## config.mk

```make
export PLATFORM = sky130hd
export DESIGN_NAME = sli_reset_sequencer
export DESIGN_NICKNAME = d
export VERILOG_FILES = /design/src/rtl/sli_reset_sequencer.sv
export SDC_FILE = /design/constraint.sdc
export NUM_CORES = 1
export LEC_CHECK = 0
export BUFFER_PORTS_ARGS = -buffer_cell sky130_fd_sc_hd__buf_2
export CAP_MARGIN = 0
export CORE_MARGIN = 2
export CORE_UTILIZATION = 45
export CTS_CLUSTER_SIZE = 14
export DETAILED_ROUTE_END_ITERATION = 8
export GPL_TIMING_DRIVEN = 0
export HOLD_SLACK_MARGIN = 0.12
export PLACE_DENSITY = 0.64
export SKIP_CTS_REPAIR_TIMING = 1
export SLEW_MARGIN = 30
export SYNTH_ARGS = -nofsm -noshare
export SYNTH_HDL_FRONTEND = slang
export SYNTH_SLANG_ARGS = --single-unit
```

## constraint.sdc

```tcl
create_clock -name clk -period 2.8 [get_ports clk]
set_input_delay 0 -clock clk [delete_from_list [all_inputs] [get_ports clk]]
set_output_delay 0 -clock clk [all_outputs]
set_load 0.01 [all_outputs]
```

## src/rtl/sli_reset_sequencer.sv

```systemverilog
// Sequenced active-low reset generator for the sli clock/reset interface.
// Power-on and software-requested resets run ASSERT -> SETTLE -> READY.
module sli_reset_sequencer #(
    parameter int ASSERT_CYCLES = 16,
    parameter int SETTLE_CYCLES = 8,
    parameter int CNT_W         = 16
) (
    input  logic             clk,
    input  logic             reset,
    input  logic             rst_req,
    input  logic [CNT_W-1:0] rst_len,
    output logic             nreset_out,
    output logic             rst_busy,
    output logic             rst_done,
    output logic             rst_req_ack,
    output logic [7:0]       rst_count
);

    if (CNT_W < 1) begin : g_bad_cnt_w
        $error("sli_reset_sequencer: CNT_W must be >= 1");
    end
    if (ASSERT_CYCLES < 1) begin : g_bad_assert
        $error("sli_reset_sequencer: ASSERT_CYCLES must be >= 1");
    end
    if (SETTLE_CYCLES < 1) begin : g_bad_settle
        $error("sli_reset_sequencer: SETTLE_CYCLES must be >= 1");
    end
    if ((CNT_W < 31) && (ASSERT_CYCLES >= (1 << CNT_W))) begin : g_bad_assert_w
        $error("sli_reset_sequencer: ASSERT_CYCLES does not fit CNT_W");
    end
    if ((CNT_W < 31) && (SETTLE_CYCLES >= (1 << CNT_W))) begin : g_bad_settle_w
        $error("sli_reset_sequencer: SETTLE_CYCLES does not fit CNT_W");
    end

    typedef enum logic [1:0] {
        ST_ASSERT = 2'd0,
        ST_SETTLE = 2'd1,
        ST_READY  = 2'd2
    } state_t;

    localparam logic [CNT_W-1:0] LP_ASSERT_LEN  = CNT_W'(ASSERT_CYCLES);
    localparam logic [CNT_W-1:0] LP_SETTLE_LAST = CNT_W'(SETTLE_CYCLES - 1);
    localparam logic [CNT_W-1:0] LP_CNT_ONE     = CNT_W'(1);

    state_t           r_state;
    logic [CNT_W-1:0] r_cnt;
    logic [CNT_W-1:0] r_len;
    logic             r_nreset;
    logic             r_busy;
    logic             r_done;
    logic             r_ack;
    logic [7:0]       r_count;

    state_t           w_state_nxt;
    logic [CNT_W-1:0] w_cnt_nxt;
    logic [CNT_W-1:0] w_len_nxt;
    logic             w_nreset_nxt;
    logic             w_busy_nxt;
    logic             w_done_nxt;
    logic             w_ack_nxt;
    logic [7:0]       w_count_nxt;
    logic [CNT_W-1:0] w_len_m1;

    // r_len is never zero, so len-1 cannot wrap and cnt stops at len-1.
    assign w_len_m1 = r_len - LP_CNT_ONE;

    always_ff @(posedge clk) begin
        if (reset) begin
            r_state  <= ST_ASSERT;
            r_cnt    <= '0;
            r_len    <= LP_ASSERT_LEN;
            r_nreset <= 1'b0;
            r_busy   <= 1'b1;
            r_done   <= 1'b0;
            r_ack    <= 1'b0;
            r_count  <= 8'd0;
        end else begin
            r_state  <= w_state_nxt;
            r_cnt    <= w_cnt_nxt;
            r_len    <= w_len_nxt;
            r_nreset <= w_nreset_nxt;
            r_busy   <= w_busy_nxt;
            r_done   <= w_done_nxt;
            r_ack    <= w_ack_nxt;
            r_count  <= w_count_nxt;
        end
    end

    always_comb begin
        w_state_nxt  = r_state;
        w_cnt_nxt    = r_cnt;
        w_len_nxt    = r_len;
        w_nreset_nxt = r_nreset;
        w_busy_nxt   = r_busy;
        w_done_nxt   = 1'b0;
        w_ack_nxt    = 1'b0;
        w_count_nxt  = r_count;
        unique case (r_state)
            ST_ASSERT: begin
                w_nreset_nxt = 1'b0;
                w_busy_nxt   = 1'b1;
                if (r_cnt == w_len_m1) begin
                    w_state_nxt  = ST_SETTLE;
                    w_cnt_nxt    = '0;
                    w_nreset_nxt = 1'b1;
                end else begin
                    w_cnt_nxt = r_cnt + LP_CNT_ONE;
                end
            end
            ST_SETTLE: begin
                w_nreset_nxt = 1'b1;
                w_busy_nxt   = 1'b1;
                if (r_cnt == LP_SETTLE_LAST) begin
                    w_state_nxt = ST_READY;
                    w_cnt_nxt   = '0;
                    w_busy_nxt  = 1'b0;
                    w_done_nxt  = 1'b1;
                end else begin
                    w_cnt_nxt = r_cnt + LP_CNT_ONE;
                end
            end
            ST_READY: begin
                w_nreset_nxt = 1'b1;
                w_busy_nxt   = 1'b0;
                if (rst_req) begin
                    w_state_nxt  = ST_ASSERT;
                    w_cnt_nxt    = '0;
                    w_nreset_nxt = 1'b0;
                    w_busy_nxt   = 1'b1;
                    w_ack_nxt    = 1'b1;
                    w_len_nxt    = (rst_len == '0) ? LP_ASSERT_LEN : rst_len;
                    w_count_nxt  = (r_count == 8'hFF) ? r_count
                                                      : r_count + 8'd1;
                end
            end
            default: begin
                w_state_nxt  = ST_ASSERT;
                w_cnt_nxt    = '0;
                w_len_nxt    = LP_ASSERT_LEN;
                w_nreset_nxt = 1'b0;
                w_busy_nxt   = 1'b1;
            end
        endcase
    end

    assign nreset_out  = r_nreset;
    assign rst_busy    = r_busy;
    assign rst_done    = r_done;
    assign rst_req_ack = r_ack;
    assign rst_count   = r_count;

endmodule
```

Word-level counts from Yosys, hierarchy flattened
Index checks and enable logic that the tools add are counted.
{"block": "classes", "n_bitwise": 4, "reduce_logical": 8, "n_addsub": 3, "muxes": 18, "shift": 0, "eq_ne": 8, "mul": 0, "div": 0, "order_cmp": 0}
{"op": "$mux W16", "n": 5}
{"op": "$pmux W16 S3", "n": 1}
{"op": "$pmux W16 S2", "n": 1}
{"op": "$add A16 B1 Y16 const B", "n": 1}
{"op": "$eq A16 B16 Y1", "n": 1}
{"op": "$eq A16 B3 Y1 const B", "n": 1}
{"op": "$logic_not A16 Y1", "n": 1}
{"op": "$sub A16 B1 Y16 const B", "n": 1}
{"op": "$add A8 B1 Y8 const B", "n": 1}
{"op": "$eq A8 B8 Y1 const B", "n": 1}
{"op": "$mux W2", "n": 3}
{"op": "$ne A2 B2 Y1 const B", "n": 3}
{"op": "$pmux W2 S3", "n": 1}
{"op": "$reduce_and A3 Y1", "n": 2}
{"op": "$reduce_or A2 Y1", "n": 3}
{"op": "$mux W1", "n": 5}
{"op": "$not A1 Y1", "n": 4}
{"op": "$pmux W1 S3", "n": 1}
{"op": "$eq A2 B1 Y1 const B", "n": 1}
{"op": "$eq A2 B2 Y1 const B", "n": 1}
{"op": "$logic_not A2 Y1", "n": 1}
{"op": "$pmux W1 S2", "n": 1}
{"op": "$reduce_and A2 Y1", "n": 1}
{"block": "word_totals", "regBits": 46, "output_inout_bits": 12, "input_bits": 19, "romBits": 0, "ramBits": 0, "memories": 0, "latch_bits": 0}

Depth between registers and ports, before layout
{"block": "logic_depth", "word_depth": 4, "ltp_mapped": 10, "ltp_nobuf": 9}

Worst setup path after synthesis
OpenSTA, ideal clock, no wires.
{"block": "synth_timing", "kind": "reg-to-reg", "start": "register r_len[0]", "end": "register r_state[0]", "setup_ns": 0.079, "arrival_time_ns": 2.450, "setup_slack_ns": 0.271, "stages_incl_launch_ff": 9, "cell_sequence": "dfxtp_1 > inv_1 > ha_1 > or4b_4 > o41ai_2 > nand4_1 > or4_1 > or3_1 > a211oi_2"}
{"block": "synth_via", "elab_chain_cells": 4}
{"element": "start, declared", "line_no": "47", "rtl": "logic [CNT_W-1:0] r_len;"}
{"element": "start signal, assigned", "line_no": "80", "rtl": "r_len <= w_len_nxt;"}
{"element": "$sub A16 B1 Y16", "line_no": "65", "rtl": "assign w_len_m1 = r_len - LP_CNT_ONE;"}
{"element": "$eq A16 B16 Y1", "line_no": "102", "rtl": "if (r_cnt == w_len_m1) begin"}
{"element": "$ne A2 B2 Y1 (no line)"}
{"element": "$reduce_and A3 Y1 (no line)"}
{"element": "end signal, assigned", "line_no": "78", "rtl": "r_state <= w_state_nxt;"}
{"element": "end, declared", "line_no": "45", "rtl": "state_t r_state;"}
No other way between the ends.
A chain may end at the register's enable or synchronous reset.

Worst setup path after layout
{"block": "layout_timing", "start": "register r_len[0]", "end": "register r_state[1]"}
The elaborated chain is that of the path after synthesis.

==> summary.txt <==
Die
  – Die Width: between 80 and 90 um
  – Die Span Y: 80.81 um
  – Core area: ~5600 um^2
  – I/O Pins: 31
  – Die area: between 6000 and 7000 um^2
  – Row cnt: 27
  – Starting Density: 0.4734

Clock tree
  – CTS tree: done
  – CTS buffer count: 5
  – Clk pin slew, worst setup/hold paths: 90 ps
  – Max Buffers Root-to-Sink: 2
  – Clk root buf: clkbuf_8
  – Sink Count: 46
  – Clk_lat worst skew: just over 300 ps
  – H-tree Lvls: 2

Logic synthesis
  – Fraction of registers with async set/reset: 0
  – Synthesized area: 2655 um^2
  – Synthesized flop and latch total: 46
  – Net Count, Synth: 342
  – EDFF count, synth: 0
  – Ys flop type: dfxtp_1
  – Top cells by area, synth: dfxtp_1 (35%), xnor2_1 (6.6%), o211ai_1 (4.8%)
  – Sequential element share of the synthesized area: 0.3468
  – Cells after Synth: 316
  – Cell taking the most area after synthesis: dfxtp_1
  – Yosys Warn Count: 0
  – Syn_area_per_cell: ~8.4 um^2
  – Cell variety after synth: 50
  – Synth top area share: 0.3468

Global route
  – Total track usage: 0.2123
  – Gr busiest metal: met2
  – Vias in the first global route: about 2300
  – Met2 GRT Util: 0.3289
  – First-pass GRT wire length: ~11000 um
  – GR Util met1: 0.2904
  – Met3 usage: 0.04444
  – GRT overflow: 0
  – Initial antenna violation count: 0
  – Largest net degree at the start of global routing: 15

Worst setup path
  – Reg2reg start: r_len[0]$_SDFFE_PP0P_
  – CP required: roughly 3000 ps
  – Reg2Reg Capture Point: r_state[1]$_SDFFE_PP0P_
  – Worst-path maximum fanout: 10
  – Critical Setup Path Class: flip-flop to flip-flop
  – Reg-to-reg slack, setup: 150 ps
  – Setup crit start kind: flip-flop
  – WP data arrival: around 2900 ps
  – FF-to-FF path depth: 9
  – Endpoint class of the critical path: flip-flop

Routing
  – Remaining DRCs: 0
  – Routed wire per std cell: 15.01 um
  – Router iterations before antenna repair: 4
  – Routed via count: 2519
  – ANT nets after route: 0
  – Drt total wl: 6681 um
  – Via density: 5.661
  – Drt initial violations: 139

STA
  – Clk_skew: ~5.3 ps
  – Final period util: 0.9454
  – PnR worst setup slack: 152.8 ps
  – Fin. Hold Viols: 0
  – Peak Freq: between 0.3 and 0.4 GHz
  – Worst-Margin Slew: ~590 ps
  – Slew margin rel.: 0.6039
  – Slew Viols, Final: 0
  – Setup TNS: 0 ps
  – Setup violations, final: 0
  – Crit path time final: 2647 ps

Run status
  – Status: completed

Worst hold path
  – Hold Crit Start: rst_len[11]
  – Hold crit path type: input port to flip-flop
  – Hold path cells: 3
  – Hold EP: r_len[11]$_SDFFE_PP0P_

Final layout
  – Layout cells sized above 1: 0.1609
  – Area of the multi-input gates: roughly 1600 um^2
  – Layout area overhead: 22.15%
  – Register area: just over 900 um^2
  – Fillers: between 500 and 600
  – Most frequent cells in the layout: dfxtp_1 (44), buf_2 (33), nor2_1 (28), nand2_1 (28), xnor2_1 (20)
  – Finished Core Util: 0.5783
  – Most common cell after layout, fill and taps aside: dfxtp_1
  – Ant diodes: 0
  – # nets final: between 300 and 400

Power and ir drop
  – Lkg Pwr: about 1.2 nW
  – Max IR drop VDD: 233.0 uV
  – Pwr Density: between 300 and 400 nW/um^2

Placement
  – Placer congestion estimate: 0.8437
  – # port buffers: 30
  – Dpl ws: -50.26 ps
  – DP HPWL: 4712 um

Flow run
  – Max-Cap Viols: 0
==> worst max-delay path: stages, from the launching register on <==
cell and delay [ps]:
dfxtp_4 380, inv_1 100, ha_4 170, or4b_4 480, o41ai_2 220, nand4_1 190, o41a_1 420, clkbuf_4 230
o31ai_2 210, o311a_1 190
==> cells in the mapped netlist (2+ instances only) <==
cell type   n
clkbuf_1   10
ha_1        7
a22o_1     14
nor3_1     11
nand3_1    12
nor2_1     28
buf_2       3
nor3b_1     4
nor4_1     12
xnor2_1    20
a22oi_1     2
a211oi_1    3
a31oi_1     3
dfxtp_1    46
inv_1      16
a21oi_1     4
buf_6       3
nand2_1    28
o2111ai_1   7
xor2_1     10
nand4_1    10
nand2b_1    2
or3_1       3
nor2b_1     2
o211ai_1   17
o21ai_0    10
and3_1      6
==> worst max path at each step <==
stage | startpoint | to | slack [ps]
final | r_len[0]$_SDFFE_PP0P_ | r_state[1]$_SDFFE_PP0P_ | 150
after global routing | r_len[0]$_SDFFE_PP0P_ | r_cnt[9]$_SDFFE_PP0N_ | -7
after CTS | r_len[0]$_SDFFE_PP0P_ | r_cnt[7]$_SDFFE_PP0N_ | -90
after detailed placement | r_len[0]$_SDFFE_PP0P_ | r_cnt[3]$_SDFFE_PP0N_ | -50
after global placement | r_len[0]$_SDFFE_PP0P_ | r_cnt[3]$_SDFFE_PP0N_ | -10
after floorplan | r_len[0]$_SDFFE_PP0P_ | r_state[0]$_SDFFE_PP0P_ | 270
==> sequential cells by signal, indices dropped and copies added (netlist names) <==
signal       count
r_len           16
rst_count        8
rst_done         1
nreset_out       1
r_state          2
rst_req_ack      1
rst_busy         1
r_cnt           16
==> kinds of logic (layout without fill, tap and decap cells) <==
logic type                 count (synthesis)  in the layout  synth area share
and+or+nand+nor                          128            128            0.2535
muxes                                      1              1          0.003770
xor gates and xnor gates                  30             30           0.09896
buffers and inverters                     34             91           0.06126
AOI/OAI and AO/OA                         70             70            0.2026
DFF                                       46             46            0.3468
adders and majority gates                  7              7           0.03299
==> area by class of cell <==
type / count / area share
well taps: 72 / 0.02778
inverters: 16 / 0.01852
flip-flops and latches: 46 / 0.2855
repair buffers: 49 / 0.1049
clock inverters: 2 / 0.01157
multi-input cells: 236 / 0.4965
plain buffers: 18 / 0.03279
clock buffers: 6 / 0.02238
==> stage by stage <==
stage | hold slack [ps] | instance area (um^2) | instances | power (mW)
floorplan | 80.20 | 2655 | 316 | 0.7020
global placement | 213.0 | 2895 | 418 | 0.7276
detailed placement | 223.8 | 2895 | 418 | 0.7282
CTS | -98.69 | 3005 | 426 | 1.224
global route | 456.7 | 3243 | 445 | 1.273
finish | 456.0 | 3243 | 445 | 1.240
==> layer usage <==
| metal | vias up | wire, um |
|---|---|---|
| li1 | 1276 | - |
| met1 | 1171 | 3270 |
| met2 | 61 | 3022 |
| met3 | 11 | 281 |
| met4 | 0 | 106 |
| met5 | - | 0 |
==> power breakdown <==
part	internal [mW]	total [mW]	switching [mW]	leakage, nW
Sequential	0.656	0.661	0.00509	0.372
Combinational	0.0369	0.0717	0.0348	0.790
Clock	0.267	0.507	0.241	0.0514
Total	0.960	1.24	0.281	1.21
No activity file was read; power rests on OpenSTA's default activity.
